==> src/rtl/fetch_unit_pkg.sv <==
`default_nettype none
// ============================================================================
// Module      : fetch_unit_pkg
// Description : Shared definitions for the instruction fetch unit: FSM state
//               encoding, the canonical NOP word and the default reset PC.
//               Also provides small helpers that slice decode fields out of a
//               32-bit instruction word.
// Revision    : 1.0 - initial release
// ============================================================================
package fetch_unit_pkg;

  // FSM state encoding. Kept as plain localparam constants over an explicit
  // 2-bit type so legacy tools that dislike enums still read it cleanly.
  localparam int unsigned c_STATE_W = 2;
  typedef logic [c_STATE_W-1:0] state_t;

  localparam logic [1:0] c_ST_BOOT  = 2'd0;  // waiting one clock after reset
  localparam logic [1:0] c_ST_FETCH = 2'd1;  // memory request outstanding
  localparam logic [1:0] c_ST_HOLD  = 2'd2;  // instruction held for execute

  // addi x0, x0, 0 -- the canonical RISC-V NOP, loaded into instr on reset.
  localparam logic [31:0] c_NOP_INSTR = 32'h0000_0013;

  // Default first fetch address after reset.
  localparam logic [31:0] c_RESET_PC_DEFAULT = 32'h0000_0000;

  // Decode-field helpers.
  function automatic logic [6:0] get_opcode(input logic [31:0] word);
    return word[6:0];
  endfunction

  function automatic logic [2:0] get_funct3(input logic [31:0] word);
    return word[14:12];
  endfunction

endpackage : fetch_unit_pkg
`default_nettype wire

==> src/rtl/fetch_unit_if.sv <==
`default_nettype none
// ============================================================================
// Module      : fetch_unit_if
// Description : Instruction-memory read bus between the fetch unit (master)
//               and the instruction memory (slave).
//   imem_req   master->slave  read request, held high while waiting
//   imem_addr  master->slave  word-aligned fetch address
//   imem_rdata slave->master  instruction word
//   imem_valid slave->master  imem_rdata valid this cycle
// Revision    : 1.0 - initial release
// ============================================================================
interface fetch_unit_if #(
  parameter int Width = 32
);

  logic             imem_req;
  logic [Width-1:0] imem_addr;
  logic [31:0]      imem_rdata;
  logic             imem_valid;

  modport master (
    output imem_req,
    output imem_addr,
    input  imem_rdata,
    input  imem_valid
  );

  modport slave (
    input  imem_req,
    input  imem_addr,
    output imem_rdata,
    output imem_valid
  );

endinterface : fetch_unit_if
`default_nettype wire

==> src/rtl/fetch_unit.sv <==
`default_nettype none
// ============================================================================
// Module      : fetch_unit
// Description : Single-issue instruction fetch stage. Requests one word from
//               instruction memory, holds it for the execute stage until it
//               retires, then advances the PC to either PC+4 or the ALU
//               branch/jump target.
// Ports:
//   clk, rst_n   clock, asynchronous active-low reset
//   imem         instruction-memory bus (master side)
//   PCSel        1 = next PC from alu_target, 0 = PC+4 (sampled at retire)
//   alu_target   branch/jump target from the ALU (sampled at retire)
//   stall        execute stage is not ready to retire the held instruction
//   instr        held instruction word
//   opcode       instr[6:0]
//   funct3       instr[14:12]
//   pc           address of the held instruction
//   pc_plus4     pc + 4 (wraps)
//   instr_valid  instr/pc hold a fetched, not-yet-retired instruction
//   misaligned   one-cycle pulse after retiring to a target with [1:0] != 0
//   instret      retired-instruction count (wraps)
// Revision    : 1.0 - initial release
// ============================================================================
module fetch_unit
  import fetch_unit_pkg::*;
#(
  parameter int               Width    = 32,
  parameter logic [Width-1:0] RESET_PC = Width'(c_RESET_PC_DEFAULT)
) (
  input  wire logic             clk,
  input  wire logic             rst_n,

  fetch_unit_if.master          imem,

  input  wire logic             PCSel,
  input  wire logic [Width-1:0] alu_target,
  input  wire logic             stall,

  output logic [31:0]           instr,
  output logic [6:0]            opcode,
  output logic [2:0]            funct3,
  output logic [Width-1:0]      pc,
  output logic [Width-1:0]      pc_plus4,
  output logic                  instr_valid,
  output logic                  misaligned,
  output logic [31:0]           instret
);

  // --------------------------------------------------------------------------
  // State
  // --------------------------------------------------------------------------
  state_t           r_state;
  state_t           w_state_nxt;
  logic [Width-1:0] r_pc;
  logic [31:0]      r_instr;
  logic [31:0]      r_instret;
  logic             r_misaligned;

  // --------------------------------------------------------------------------
  // Combinational helpers
  // --------------------------------------------------------------------------
  logic             w_in_fetch;
  logic             w_in_hold;
  logic             w_fetch_done;
  logic             w_retire;
  logic             w_target_misaligned;
  logic [Width-1:0] w_pc_plus4;
  logic [Width-1:0] w_next_pc;

  assign w_in_fetch   = (r_state == c_ST_FETCH);
  assign w_in_hold    = (r_state == c_ST_HOLD);

  // imem_valid only matters while a request is outstanding.
  assign w_fetch_done = w_in_fetch && imem.imem_valid;

  // PCSel/alu_target are only looked at on this edge.
  assign w_retire     = w_in_hold && !stall;

  // Unsigned add truncates to Width bits, giving the required wrap at 2^Width.
  assign w_pc_plus4   = r_pc + Width'(4);

  // Branch targets are forced word-aligned; the dropped bits are reported
  // through the misaligned pulse rather than silently hidden.
  assign w_next_pc    = PCSel ? {alu_target[Width-1:2], 2'b00} : w_pc_plus4;

  assign w_target_misaligned = PCSel && (alu_target[1:0] != 2'b00);

  // --------------------------------------------------------------------------
  // Next-state logic
  // --------------------------------------------------------------------------
  always_comb begin
    w_state_nxt = r_state;
    case (r_state)
      c_ST_BOOT:  w_state_nxt = c_ST_FETCH;
      c_ST_FETCH: if (w_fetch_done) w_state_nxt = c_ST_HOLD;
      c_ST_HOLD:  if (w_retire)     w_state_nxt = c_ST_FETCH;
      default:    w_state_nxt = c_ST_BOOT;  // recover from unused encoding
    endcase
  end

  // --------------------------------------------------------------------------
  // Registers
  // --------------------------------------------------------------------------
  always_ff @(posedge clk or negedge rst_n) begin
    if (!rst_n) begin
      r_state <= c_ST_BOOT;
    end else begin
      r_state <= w_state_nxt;
    end
  end

  always_ff @(posedge clk or negedge rst_n) begin
    if (!rst_n) begin
      r_pc      <= RESET_PC;
      r_instret <= 32'd0;
    end else if (w_retire) begin
      r_pc      <= w_next_pc;
      r_instret <= r_instret + 32'd1;
    end
  end

  always_ff @(posedge clk or negedge rst_n) begin
    if (!rst_n) begin
      r_instr <= c_NOP_INSTR;
    end else if (w_fetch_done) begin
      r_instr <= imem.imem_rdata;
    end
  end

  // Retire is always followed by a FETCH cycle, so this register naturally
  // falls back to zero after exactly one cycle.
  always_ff @(posedge clk or negedge rst_n) begin
    if (!rst_n) begin
      r_misaligned <= 1'b0;
    end else begin
      r_misaligned <= w_retire && w_target_misaligned;
    end
  end

  // --------------------------------------------------------------------------
  // Outputs
  // --------------------------------------------------------------------------
  assign imem.imem_req  = w_in_fetch;
  assign imem.imem_addr = r_pc;

  assign instr       = r_instr;
  assign opcode      = get_opcode(r_instr);
  assign funct3      = get_funct3(r_instr);
  assign pc          = r_pc;
  assign pc_plus4    = w_pc_plus4;
  assign instr_valid = w_in_hold;
  assign misaligned  = r_misaligned;
  assign instret     = r_instret;

endmodule : fetch_unit
`default_nettype wire

==> src/flat_wrapper.sv <==
// flat-port wrapper written by rule: the top's interface ports become plain ports
module fetch_unit_flat import fetch_unit_pkg::*;
#(
  parameter int               Width    = 32,
  parameter logic [Width-1:0] RESET_PC = Width'(c_RESET_PC_DEFAULT)
)
  (clk, rst_n, PCSel, alu_target, stall, instr, opcode, funct3, pc, pc_plus4, instr_valid, misaligned, instret, imem_imem_req, imem_imem_addr, imem_imem_rdata, imem_imem_valid);
  fetch_unit_if #(.Width(Width)) imem_i ();
  input  wire logic clk;
  input  wire logic rst_n;
  input  wire logic PCSel;
  input  wire logic [Width-1:0] alu_target;
  input  wire logic stall;
  output logic [31:0] instr;
  output logic [6:0] opcode;
  output logic [2:0] funct3;
  output logic [Width-1:0] pc;
  output logic [Width-1:0] pc_plus4;
  output logic instr_valid;
  output logic misaligned;
  output logic [31:0] instret;
  output wire logic [$bits(imem_i.imem_req)-1:0] imem_imem_req;
  output wire logic [$bits(imem_i.imem_addr)-1:0] imem_imem_addr;
  input wire logic [$bits(imem_i.imem_rdata)-1:0] imem_imem_rdata;
  input wire logic [$bits(imem_i.imem_valid)-1:0] imem_imem_valid;
  assign imem_imem_req = imem_i.imem_req;
  assign imem_imem_addr = imem_i.imem_addr;
  assign imem_i.imem_rdata = imem_imem_rdata;
  assign imem_i.imem_valid = imem_imem_valid;
  fetch_unit #(.Width(Width), .RESET_PC(RESET_PC)) u_core (.clk(clk), .rst_n(rst_n), .imem(imem_i), .PCSel(PCSel), .alu_target(alu_target), .stall(stall), .instr(instr), .opcode(opcode), .funct3(funct3), .pc(pc), .pc_plus4(pc_plus4), .instr_valid(instr_valid), .misaligned(misaligned), .instret(instret));
endmodule
==> config.mk <==
export PLATFORM = sky130hd
export DESIGN_NAME = fetch_unit_flat
export DESIGN_NICKNAME = d
export VERILOG_FILES = /design/src/rtl/fetch_unit_pkg.sv /design/src/rtl/fetch_unit_if.sv /design/src/rtl/fetch_unit.sv /design/src/flat_wrapper.sv
export SDC_FILE = /design/constraint.sdc
export NUM_CORES = 1
export LEC_CHECK = 0
export ABC_AREA = 1
export ABC_CLOCK_PERIOD_IN_PS = 1900
export CAP_MARGIN = 20
export CORE_AREA = 4 4 128 130
export DETAILED_ROUTE_END_ITERATION = 16
export DIE_AREA = 0 0 132 134
export HOLD_SLACK_MARGIN = 0.12
export PLACE_DENSITY = 0.74
export RECOVER_POWER = 100
export SYNTH_ARGS = -nofsm -noshare
export SYNTH_HDL_FRONTEND = slang
export SYNTH_SLANG_ARGS = --single-unit
==> constraint.sdc <==
create_clock -name clk -period 1.9 [get_ports clk]
set_input_delay 0.57 -clock clk [delete_from_list [all_inputs] [get_ports clk]]
set_output_delay 0.57 -clock clk [all_outputs]
set_load 0.005 [all_outputs]
==> summary.md <==
| Metric | Value |
|---|---|
| Sequential power share | `26.9%` |
| Worst-path clk slew | `0.07 ns` |
| Share of async-settable or async-resettable flops after synthesis | `100%` |
| Yosys reg bits | `97` |
| Design area | `10,200 µm²` |
| Commonest non-fill, non-tap cell in the layout | `nand2_1` |
| Largest net degree at the start of global routing | `41` |
| Post-synth top area cell | `dfrtp_1` |
| Routability cong. | `0.928` |
| FP Rows | `45` |
| Hold Slack | `0.498 ns` |
| CTS tree | `done` |
| Maximum Capacitance Violations | `0` |
| Clock Skew | `0.0135 ns` |
| Max VDD drop | `0.716 mV` |
| Setup TNS | `-12.52 ns` |
| Fin. max-slew vios | `0` |
| IO Pins | `242` |
| Number of flops mapped to enable cells by yosys | `0` |
| Starting density of the core | `39.8%` |
| Yosys warning count | `0` |
| Critical path class | `flop to primary output` |
| Synth top area cells | `dfrtp_1 39%, nand2_1 19%, buf_4 6.0%, mux2_2 6.0%, nor2_1 6.0%` |
| Leakage power | `4.90 nW` |
| Failing checks | `negative setup slack` |
| Combinational Power Share | `57.6%` |
| Ys flop type | `dfrtp_1` |
| Clock power frac | `15.5%` |
| Largest family of logic cells by synthesized area | `simple AND/OR/NAND/NOR gates` |
| Type of destination of the critical path | `primary output` |
| Die Wd | `132 µm` |
| Port Buffers | `235` |
| Die Footprint | `17,700 µm²` |
| Top-area cell type share of the netlist area | `39.0%` |
| Synth Area in XOR/XNOR | `4.48%` |
| Synth Area in Compound Gates | `2.34%` |
| Register area | `2460 µm²` |
| Post-Synth Adder-Cell Area | `0.415%` |
| Cell area after synthesis | `6030 µm²` |
| Core area | `15,100 µm²` |
| Area Growth Syn to Fin | `68.3%` |
| Via Count | `6,663` |
| Remaining antenna violation count | `0` |
| Fill cell count | `1,224` |
| Final worst slack | `-0.599 ns` |
| First-pass GRT wire length | `32,500 µm` |
| Critical Path Slowest Stage Cell | `dfrtp_1` |
| Final min period | `2.50 ns` |
| Required time worst endpoint | `1.33 ns` |
| Internal Power | `7.93 mW` |
| Hold_buf cts | `0` |
| Worst-Skew Late Latency | `0.35 ns` |
| Die Y | `134 µm` |
| Initial antenna violation count | `0` |
| Peak Freq | `400 MHz` |
| Fraction of layout instances using a drive strength above 1 | `30.4%` |
| RSZ-0062 raised after global routing | `yes` |
| Final worst-path cycle share | `132%` |
| Max-slew headroom | `3.78%` |
| Drt first-iter violations | `422` |
| Switching share of power | `36.2%` |
| Fin. Hold Viols | `0` |
| Root buf cell | `clkbuf_16` |
| Sequential fraction of the synthesis area | `40.3%` |
| Antenna cells | `0` |
| Clock sinks | `97` |
| Outcome | `complete, but fails checks` |
| Final net count | `1,255` |
| Vias in the first global route | `6,374` |
| Psw | `4.50 mW` |
| Dpl cell area | `8810 µm²` |
| Worst Path Arrival | `1.93 ns` |
| Htree depth | `3` |
| Avg WL per Cell | `15.8 µm` |
| Setup Viol. Count Final | `58` |
| Via-per-instance ratio | `4.84` |
| Startpoint Class | `flop` |
| Num CTS Buffers | `9` |
| # DRC | `0` |
| Hpwl dp | `15,100 µm` |
| CP cell instances | `ha_2, nand2_2, nor2_4, nand2_4, nor2_4, buf_6, buf_6, xor2_2, buf_2` |
| Syn_area_per_cell | `7.31 µm²` |
| Overall routing resource usage | `22.8%` |
| Non-Filler Instances | `1,377` |
| Pwr Total | `12.4 mW` |
| Multiplexer area fraction after synthesis | `5.97%` |
| Placed Cells incl. Taps | `1,262` |
| Synth unique cells | `34` |
| Drt pass-1 iters | `5` |
| CP max FO | `3` |
| Worst hold path type | `flop to flop` |
| Post-Syn Instances | `825` |
| Total Routed Length | `21,800 µm` |
| Global route overflow | `0` |
| Slew @ Worst Pin | `1.44 ns` |
| Final Util | `67.0%` |
| CTS Buffer Depth | `2` |
| Setup Slack @ Placement | `-0.536 ns` |
| Footprint of the multi-input gates | `3260 µm²` |
| Post-Synth Simple-Gate Area | `33.8%` |
| Pwr Density | `1220 nW/µm²` |
| Most frequent cells in the layout | `278 x nand2_1, 122 x clkdlybuf4s50_1, 109 x buf_4` |
| CP peak stage delay | `0.38 ns` |
logic make-up (layout without fill, tap and decap cells):
| kind of cell | count (synthesis) | in the layout |
|---|---|---|
| and+or+nand+nor | 493 | 493 |
| buffers and inverters | 146 | 505 |
| DFF | 97 | 97 |
| muxes | 32 | 32 |
| xor gates and xnor gates | 30 | 30 |
| AOI/OAI and AO/OA | 24 | 24 |
| adders and majority gates | 2 | 2 |
| other | 1 | 6 |
metal layers:
layer | part of all wire, % | vias up | GRT usage (%) | wire [µm]
met4 | 2.7 | 0 | 8.46 | 585
met2 | 50 | 284 | 39.3 | 10800
met3 | 6.9 | 47 | 4.54 | 1510
met1 | 41 | 3128 | 28.4 | 8910
met5 | 0 | - | 0 | 0
li1 | - | 3204 | - | -
flip-flops by register name, summed over array words and instances (netlist names):
signal                 count
u_core.instr              32
u_core.instret            32
u_core.imem.imem_addr     30
u_core.r_state             2
u_core.misaligned          1
cell type report:
type | instances | share of cell area (%)
inverter | 83 | 3.13
clock inverter | 7 | 0.838
clock buffer | 9 | 2.22
sequential | 97 | 24.2
multi-input combinational | 587 | 32.1
timing repair buffer | 406 | 35.2
tap | 188 | 2.32
power by group through the flow:
stage | sequential [mW] | clock [mW] | combinational, mW
global route | 3.41 | 2.05 | 7.70
floorplan | 3.52 | 0 | 2.44
CTS | 3.34 | 1.95 | 6.72
finish | 3.34 | 1.93 | 7.16
detailed placement | 3.38 | 0 | 6.37
global placement | 3.34 | 0 | 6.31
worst paths after layout:
kind                                                             end  cells past startpoint                            startpoint  slack, ns
worst max-delay path                                    pc_plus4[18]                      9  u_core.imem.imem_addr[3]$_DFFE_PN0P_      -0.60
worst min-delay path                    u_core.instr[27]$_DFFE_PN0P_                      1          u_core.instr[27]$_DFFE_PN0P_       0.50
worst max register to register  u_core.imem.imem_addr[8]$_DFFE_PN0P_                     10  u_core.imem.imem_addr[3]$_DFFE_PN0P_       0.15
worst min register to register          u_core.instr[27]$_DFFE_PN0P_                      1          u_core.instr[27]$_DFFE_PN0P_       0.50
max in group asynchronous                u_core.instr[1]$_DFFE_PN1P_                      2                                 rst_n       0.27
min in group asynchronous                u_core.misaligned$_DFF_PN0_                      1                                 rst_n       0.55
what timing repair did:
action	in CTS	in global routing
pin swaps	47	51
setup buffers	66	37
setup endpoints to repair	115	65
gates resized for setup	286	112
critical path: cells and delay by family, from the launching register on:
| kind | cells | cell delay [ns] |
|---|---|---|
| simple gates | 4 | 0.51 |
| flops | 1 | 0.38 |
| buf+inv | 3 | 0.36 |
| fa+ha+maj | 1 | 0.20 |
| xor+xnor | 1 | 0.13 |
synth_stat cells, types with 6 or more instances:
| cell | instances |
|---|---|
| nor2_2 | 6 |
| xnor2_1 | 6 |
| clkbuf_1 | 7 |
| mux2_2 | 32 |
| nand2_1 | 301 |
| inv_1 | 81 |
| and2_1 | 6 |
| dfrtp_1 | 94 |
| buf_4 | 48 |
| o21ai_0 | 14 |
| xor2_1 | 23 |
| nor2_1 | 96 |
| nand3_1 | 69 |
(Power assumes the default switching activity.)
